`src/rtl/wishbone_classic_arbiter.sv`:
```
// N-to-1 Wishbone B4 classic arbiter with round-robin grant and combinational request/response routing.
// Optional response watchdog enabled by defining WB_ARB_TIMEOUT_EN.
module wishbone_classic_arbiter #(
    parameter int unsigned NUM_CTRL  = 4,
    parameter int unsigned ADR_WIDTH = 32,
    parameter int unsigned DAT_WIDTH = 8,
    parameter int unsigned TIMEOUT   = 255,
    localparam int unsigned SEL_WIDTH = DAT_WIDTH / 8
) (
    input  logic                          clk_i,
    input  logic                          rst_ni,
    input  logic [NUM_CTRL-1:0]           c_cyc_i,
    input  logic [NUM_CTRL-1:0]           c_stb_i,
    input  logic [NUM_CTRL-1:0]           c_we_i,
    input  logic [NUM_CTRL*ADR_WIDTH-1:0] c_adr_i,
    input  logic [NUM_CTRL*SEL_WIDTH-1:0] c_sel_i,
    input  logic [NUM_CTRL*DAT_WIDTH-1:0] c_dat_i,
    output logic [NUM_CTRL-1:0]           c_ack_o,
    output logic [NUM_CTRL-1:0]           c_err_o,
    output logic [NUM_CTRL-1:0]           c_rty_o,
    output logic [DAT_WIDTH-1:0]          c_dat_o,
    output logic                          d_cyc_o,
    output logic                          d_stb_o,
    output logic                          d_we_o,
    output logic [ADR_WIDTH-1:0]          d_adr_o,
    output logic [SEL_WIDTH-1:0]          d_sel_o,
    output logic [DAT_WIDTH-1:0]          d_dat_o,
    input  logic                          d_ack_i,
    input  logic                          d_err_i,
    input  logic                          d_rty_i,
    input  logic [DAT_WIDTH-1:0]          d_dat_i,
    output logic [NUM_CTRL-1:0]           grant_o
);

    localparam int unsigned IDX_W = (NUM_CTRL > 1) ? $clog2(NUM_CTRL) : 1;

    typedef enum logic {
        IDLE,
        GRANTED
    } state_t;

    state_t               state_q;
    logic [NUM_CTRL-1:0]  grant_q;
    logic [IDX_W-1:0]     last_q;

    logic                 active;
    logic                 timeout_c;
    logic                 pick_valid;
    logic [IDX_W-1:0]     pick_idx;
    int unsigned          cand;

    logic                 g_cyc;
    logic                 g_stb;
    logic                 g_we;
    logic [ADR_WIDTH-1:0] g_adr;
    logic [SEL_WIDTH-1:0] g_sel;
    logic [DAT_WIDTH-1:0] g_dat;

    assign active  = (state_q == GRANTED);
    assign grant_o = grant_q;

    // Round-robin pick: first requester after the last owner, wrapping modulo NUM_CTRL.
    always_comb begin
        pick_valid = 1'b0;
        pick_idx   = last_q;
        cand       = 0;
        for (int unsigned i = 1; i <= NUM_CTRL; i++) begin
            cand = 32'(last_q) + i;
            if (cand >= NUM_CTRL) begin
                cand = cand - NUM_CTRL;
            end
            if (!pick_valid && c_cyc_i[IDX_W'(cand)]) begin
                pick_valid = 1'b1;
                pick_idx   = IDX_W'(cand);
            end
        end
    end

    // Request fields of the current owner (last_q holds the owner while granted).
    always_comb begin
        g_cyc = 1'b0;
        g_stb = 1'b0;
        g_we  = 1'b0;
        g_adr = '0;
        g_sel = '0;
        g_dat = '0;
        for (int unsigned k = 0; k < NUM_CTRL; k++) begin
            if (last_q == IDX_W'(k)) begin
                g_cyc = c_cyc_i[k];
                g_stb = c_stb_i[k];
                g_we  = c_we_i[k];
                g_adr = c_adr_i[k*ADR_WIDTH +: ADR_WIDTH];
                g_sel = c_sel_i[k*SEL_WIDTH +: SEL_WIDTH];
                g_dat = c_dat_i[k*DAT_WIDTH +: DAT_WIDTH];
            end
        end
    end

`ifdef WB_ARB_TIMEOUT_EN
    localparam int unsigned CNT_W = $clog2(TIMEOUT + 1);

    logic [CNT_W-1:0] cnt_q;

    assign timeout_c = active && (cnt_q == CNT_W'(TIMEOUT));

    // Watchdog counts consecutive strobed cycles without any device response.
    always_ff @(posedge clk_i or negedge rst_ni) begin
        if (!rst_ni) begin
            cnt_q <= '0;
        end else if (!active || timeout_c || !g_cyc || !g_stb || d_ack_i || d_err_i || d_rty_i) begin
            cnt_q <= '0;
        end else begin
            cnt_q <= cnt_q + CNT_W'(1);
        end
    end
`else
    logic [31:0] unused_timeout;

    assign unused_timeout = 32'(TIMEOUT);
    assign timeout_c      = 1'b0;
`endif

    // Device side mirrors the owner; everything is quiet when idle or in reset.
    assign d_cyc_o = active & g_cyc & ~timeout_c;
    assign d_stb_o = active & g_stb & ~timeout_c;
    assign d_we_o  = active & g_we;
    assign d_adr_o = active ? g_adr : '0;
    assign d_sel_o = active ? g_sel : '0;
    assign d_dat_o = active ? g_dat : '0;

    assign c_ack_o = grant_q & {NUM_CTRL{d_ack_i}};
    assign c_err_o = grant_q & {NUM_CTRL{d_err_i | timeout_c}};
    assign c_rty_o = grant_q & {NUM_CTRL{d_rty_i}};
    assign c_dat_o = rst_ni ? d_dat_i : '0;

    // Grant FSM: a release always passes through IDLE, leaving one idle bus cycle between owners.
    always_ff @(posedge clk_i or negedge rst_ni) begin
        if (!rst_ni) begin
            state_q <= IDLE;
            grant_q <= '0;
            last_q  <= IDX_W'(NUM_CTRL - 1);
        end else begin
            case (state_q)
                IDLE: begin
                    if (pick_valid) begin
                        state_q <= GRANTED;
                        grant_q <= NUM_CTRL'(1) << pick_idx;
                        last_q  <= pick_idx;
                    end
                end
                GRANTED: begin
                    if (!g_cyc || timeout_c) begin
                        state_q <= IDLE;
                        grant_q <= '0;
                    end
                end
                default: begin
                    state_q <= IDLE;
                    grant_q <= '0;
                end
            endcase
        end
    end

endmodule
```
`config.mk`:
```
export PLATFORM = sky130hd
export DESIGN_NAME = wishbone_classic_arbiter
export DESIGN_NICKNAME = d
export VERILOG_FILES = /design/src/rtl/wishbone_classic_arbiter.sv
export SDC_FILE = /design/constraint.sdc
export NUM_CORES = 1
export LEC_CHECK = 0
export ABC_AREA = 1
export CAP_MARGIN = 10
export CORE_AREA = 4 4 97 99
export CTS_BUF_LIST = sky130_fd_sc_hd__clkbuf_4
export DETAILED_ROUTE_END_ITERATION = 8
export DIE_AREA = 0 0 101 103
export GPL_TIMING_DRIVEN = 0
export PLACE_DENSITY = 0.9
export SLEW_MARGIN = 20
export SYNTH_ARGS = -nofsm -noshare
export SYNTH_HDL_FRONTEND = slang
export SYNTH_SLANG_ARGS = --single-unit
export TNS_END_PERCENT = 5
```
`constraint.sdc`:
```
create_clock -name clk_i -period 3.96 [get_ports clk_i]
set_input_delay 0.594 -clock clk_i [delete_from_list [all_inputs] [get_ports clk_i]]
set_output_delay 0.594 -clock clk_i [all_outputs]
set_load 0.005 [all_outputs]
```
# Yosys cells after proc, flatten, opt, wreduce, memory -nomap -nowiden
# Index checks and enable logic that the tools add are counted.
[word_totals]
register_bits = 7
latch_bits = 0
ram_bits = 0
rom_bits = 0
inputBits = 189
wordCells = 95
n_memories = 0
[op_classes]
add_sub_neg = 8
n_mul = 0
div_mod_pow = 0
n_lt_le_gt_ge = 8
n_eq_ne = 5
shift = 1
muxes = 54
n_bitwise = 7
reduce_logical = 9
[ops]
columns = ["operator", "count"]
rows = [
  ["32-bit two-way mux", 5],
  ["8-bit two-way mux", 6],
  ["1-bit two-way mux", 27],
  ["2-bit two-way mux", 8],
  ["4-bit bitwise AND", 3],
  ["2-bit by 3-bit < comparator with 1-bit output (second input constant)", 4],
  ["3-bit greater-or-equal comparator (second input constant)", 3],
  ["1-bit binary-select mux with 2-bit select", 4],
  ["4-bit two-way mux", 2],
  ["4-bit one-hot mux with 2 select lines", 1],
  ["2-bit by 1-bit subtractor with 2-bit output (second input constant)", 4],
  ["2-bit by 2-bit adder with 3-bit output (second input constant)", 2],
  ["2-bit by 3-bit adder with 4-bit output (second input constant)", 1],
  ["2-bit == test (second input constant)", 2],
  ["4-bit by 3-bit greater-or-equal comparator with 1-bit output (second input constant)", 1],
  ["2-bit inequality test (second input constant)", 2],
  ["2-bit AND reduction", 2],
  ["1-bit by 2-bit << shifter with 4-bit output (first input constant)", 1],
  ["2-bit by 1-bit adder with 3-bit output (second input constant)", 1],
  ["1-bit bitwise AND", 3],
  ["1-bit logical AND", 3],
  ["1-bit zero test", 3],
  ["2-bit by 1-bit == test with 1-bit output (second input constant)", 1],
  ["2-bit zero test", 1],
  ["2 further kinds", 2],
]

# Logic depth before layout (Yosys ltp)
[depth]
word_depth = 18
mapped_depth = 11
ltp_nobuf = 11

# Worst setup path after synthesis
# OpenSTA, ideal clock, no wires.
[synth_timing]
path_kind = "register -> output"
from = "register last_q[0]"
to = "output port d_adr_o[17]"
arrival_time_ns = 1.688
required_time_ns = 3.366
path_slack_ns = 1.678
stages_incl_launch_ff = 9
path_buffers = 3
cell_sequence = "dfstp_2 -> inv_2 -> ha_1 -> buf_2 -> buf_6 -> buf_2 -> o31ai_1 -> o21ai_0 -> nor2_1"
[synth_between]
elab_chain_cells = 6
elab_cells_between_ends = 9
[synth_lines]
columns = ["element", "line_no", "text"]
rows = [
  ["start: declaration", "44", "logic [IDX_W-1:0] last_q;"],
  ["start signal: assignment", "141", "last_q <= IDX_W'(NUM_CTRL - 1);"],
  ["start signal: assignment", "148", "last_q <= pick_idx;"],
  ["2-bit zero test", "88", "if (last_q == IDX_W'(k)) begin"],
  ["32-bit two-way mux (3 in series)", "88", ""],
  ["32-bit two-way mux *", "88", ""],
  ["32-bit two-way mux *", "127", "assign d_adr_o = active ? g_adr : '0;"],
  ["end: declaration", "25", "output logic [ADR_WIDTH-1:0] d_adr_o,"],
]
# Every way passes the cells marked *; elsewhere a longest branch is shown, timed or not.

# Worst setup path after layout
[layout_timing]
from = "register last_q[1]"
to = "output port d_adr_o[8]"
# The elaborated chain is that of the path after synthesis.

==> results_dict.tcl <==
set metrics [dict create \
    status "finished, final reports clean" \
    final_core_util 0.597 \
    nets 894 \
    area_growth_pct 115 \
    p_per_area_nw_per_um2 705 \
    finalSetupViolCount 0 \
    cts_buffers 3 \
    die_h_um 103 \
    grt.total_usage 0.242 \
    start_util 0.278 \
    io_pins 257 \
    syn_inst 440 \
    overflow 0 \
    gp_congestion 0.922 \
    dieArea_um2 10400 \
    yosys_warnings 0 \
    hold_class "reg -> reg" \
    cp.arrival_ns 2.84 \
    crit_fanout 10 \
    start_kind "register" \
    post-cts-setup-buffers 0 \
    antenna_left 0 \
    tns_ns 0 \
    wl_mm 13.8 \
    drv_slew 0 \
    r2r_start "last_q[1]" \
    syn_area_um2 2380 \
    path_cells "inv_1 -> ha_1 -> buf_2 -> clkinv_2 -> buf_4 -> nor2_1 -> o31ai_1 -> o21ai_1 -> nor2_1 -> clkdlybuf4s50_1" \
    p_int_uw 1720 \
    path_class "reg -> out" \
    drtIter0Drc 188 \
    fmax_ghz 0.291 \
    ys_seq_area_frac 0.0747 \
    hold_viol_final 0 \
    cts_root_buf "clkbuf_4" \
    period_share 0.867 \
    synth_seq_cells 7 \
    via_per_inst 5.24 \
    antennaDiodeCount 0 \
    tightest_slew_ns 0.489 \
    drive_above_1_share 0.0729 \
    drtPass1Iterations 6 \
    vias 4233 \
    drc 0 \
    clock_path_buffers 2 \
    cap_violations 0 \
    crit_start "last_q[1]" \
    hpwl_mm 11.2 \
    grt_max_degree 12 \
    rrSetupSlack_ns 1.97 \
    period_needed_ns 3.43 \
    wl_per_cell_um 17.1 \
    critPathMostFrequentCell "nor2_1" \
    io_buffers 256 \
    p_clk_frac 0.019 \
    grt_pass1_vias 4270 \
    insertion_delay_ns 0.24 \
    slowest_delay_ns 0.59 \
    post_cts_resize_count 0 \
    finClkSkew_ns 0.00612 \
    synth_nets 633 \
    power.switching_uw 1880 \
    rows 34 \
    synth.distinct_cells 28 \
    setup.worst_path.end_class "output pin" \
    die-width_um 101 \
    cts-htree-levels 1 \
    grt_pass1_wl_mm 20.6 \
    p_sw_frac 0.523 \
    leakagePower_uw 0.00216 \
    antenna_found_initial 0 \
    seq_power_share 0.041 \
    clk_pin_slew_ns 0.05 \
    syn_avg_cell_area_um2 5.41 \
    required_ns 3.37 \
    core_area_um2 8550 \
    rsz0062_at_grt "no" \
    min_from "last_q[1]" \
    power_frac_comb 0.940 \
    postCtsHoldBufs 0 \
    slowest_stage "dfstp_2" \
    max_slew_margin 0.674 \
    cts_sinks 7 \
    cts_tree "built" \
    ir_drop_mv 0.474 \
]
synthesized netlist by cell type (all sizes together):
master | number | area, µm²
nand2 | 69 | 329
o21ai | 45 | 225
a21o | 1 | 7.51
dfstp | 2 | 52.6
nand4 | 5 | 46.3
clkinv | 1 | 5.00
o31ai | 43 | 323
nand3 | 22 | 140
inv | 32 | 128
dfrtp | 5 | 125
a21oi | 86 | 430
clkbuf | 18 | 68.8
ha | 4 | 50.1
buf | 21 | 126
nor2 | 86 | 323
per-layer routing:
metal	global-route usage	wire (µm)
met1	0.283	5260
met5	0	0
met4	0.0777	367
met3	0.0291	1090
met2	0.456	7110
cells in the final DEF, fill, tap and decap left out, types with 14 or more instances in the layout:
cell / instances
clkdlybuf4s50_1: 256
nor2_1: 86
a21oi_1: 86
nand2_1: 55
o31ai_1: 43
inv_1: 27
o21ai_1: 27
nand3_1: 19
o21ai_0: 18
clkbuf_1: 17
buf_2: 14
final timing paths:
| kind | cells past startpoint | to |
|---|---|---|
| max in group asynchronous | 1 | last_q[0] |
| max reg2reg | 11 | grant_o[1] |
| max | 10 | d_adr_o[8] |
| min reg2reg | 2 | last_q[1] |
| min in group asynchronous | 1 | active |
| min | 2 | last_q[1] |
power by group through the flow:
stage	Clock, µW	Sequential [µW]	Combinational, µW
4_1_cts	68.6	149	3380
3_5_place_dp	0	149	3360
2_1_floorplan	0	140	1950
6_report	67.6	149	3390
3_3_place_gp	0	147	3260
5_1_grt	72.3	153	3740
stage by stage:
| step | cell area, µm² | hold slack (ns) | cells | setup slack (ns) | total power, µW |
|---|---|---|---|---|---|
| 2_1_floorplan | 2380 | 0.298 | 440 | 1.68 | 2090 |
| 4_1_cts | 5110 | 0.531 | 808 | 0.500 | 3590 |
| 6_report | 5110 | 0.531 | 808 | 0.528 | 3600 |
| 3_3_place_gp | 5080 | 0.509 | 804 | 0.831 | 3410 |
| 5_1_grt | 5110 | 0.557 | 808 | 0.348 | 3970 |
| 3_5_place_dp | 5080 | 0.517 | 804 | 0.773 | 3510 |
registers in the layout, indices dropped and copies added (netlist names):
signal / flops
active: 1
last_q: 2
grant_o: 4
layout make-up:
cell class / count / area, µm²
sequential: 7 / 178
timing repair buffer: 256 / 2560
fill: 802 / 3440
buffer: 39 / 195
inverter: 33 / 133
clock buffer: 4 / 30.0
tap: 108 / 135
multi-input combinational: 361 / 1870
cell families (layout without fill, tap and decap cells):
logic type	after synthesis	count (layout)	share of synthesized area
compound gates	175	175	0.414
fa+ha+maj	4	4	0.0210
buf+inv	72	332	0.138
flops	7	7	0.0747
simple gates	182	182	0.352
worst max-delay path: cells and delay by family, from the launching register on:
family                   cells  cell delay, ns
flip-flops                   1            0.59
AND/OR/NAND/NOR              2            0.16
adder cells (fa/ha/maj)      1            0.19
AO/OA/AOI/OAI                2            0.48
buffers and inverters        5            1.18
Power figures use the tool's default switching activity.
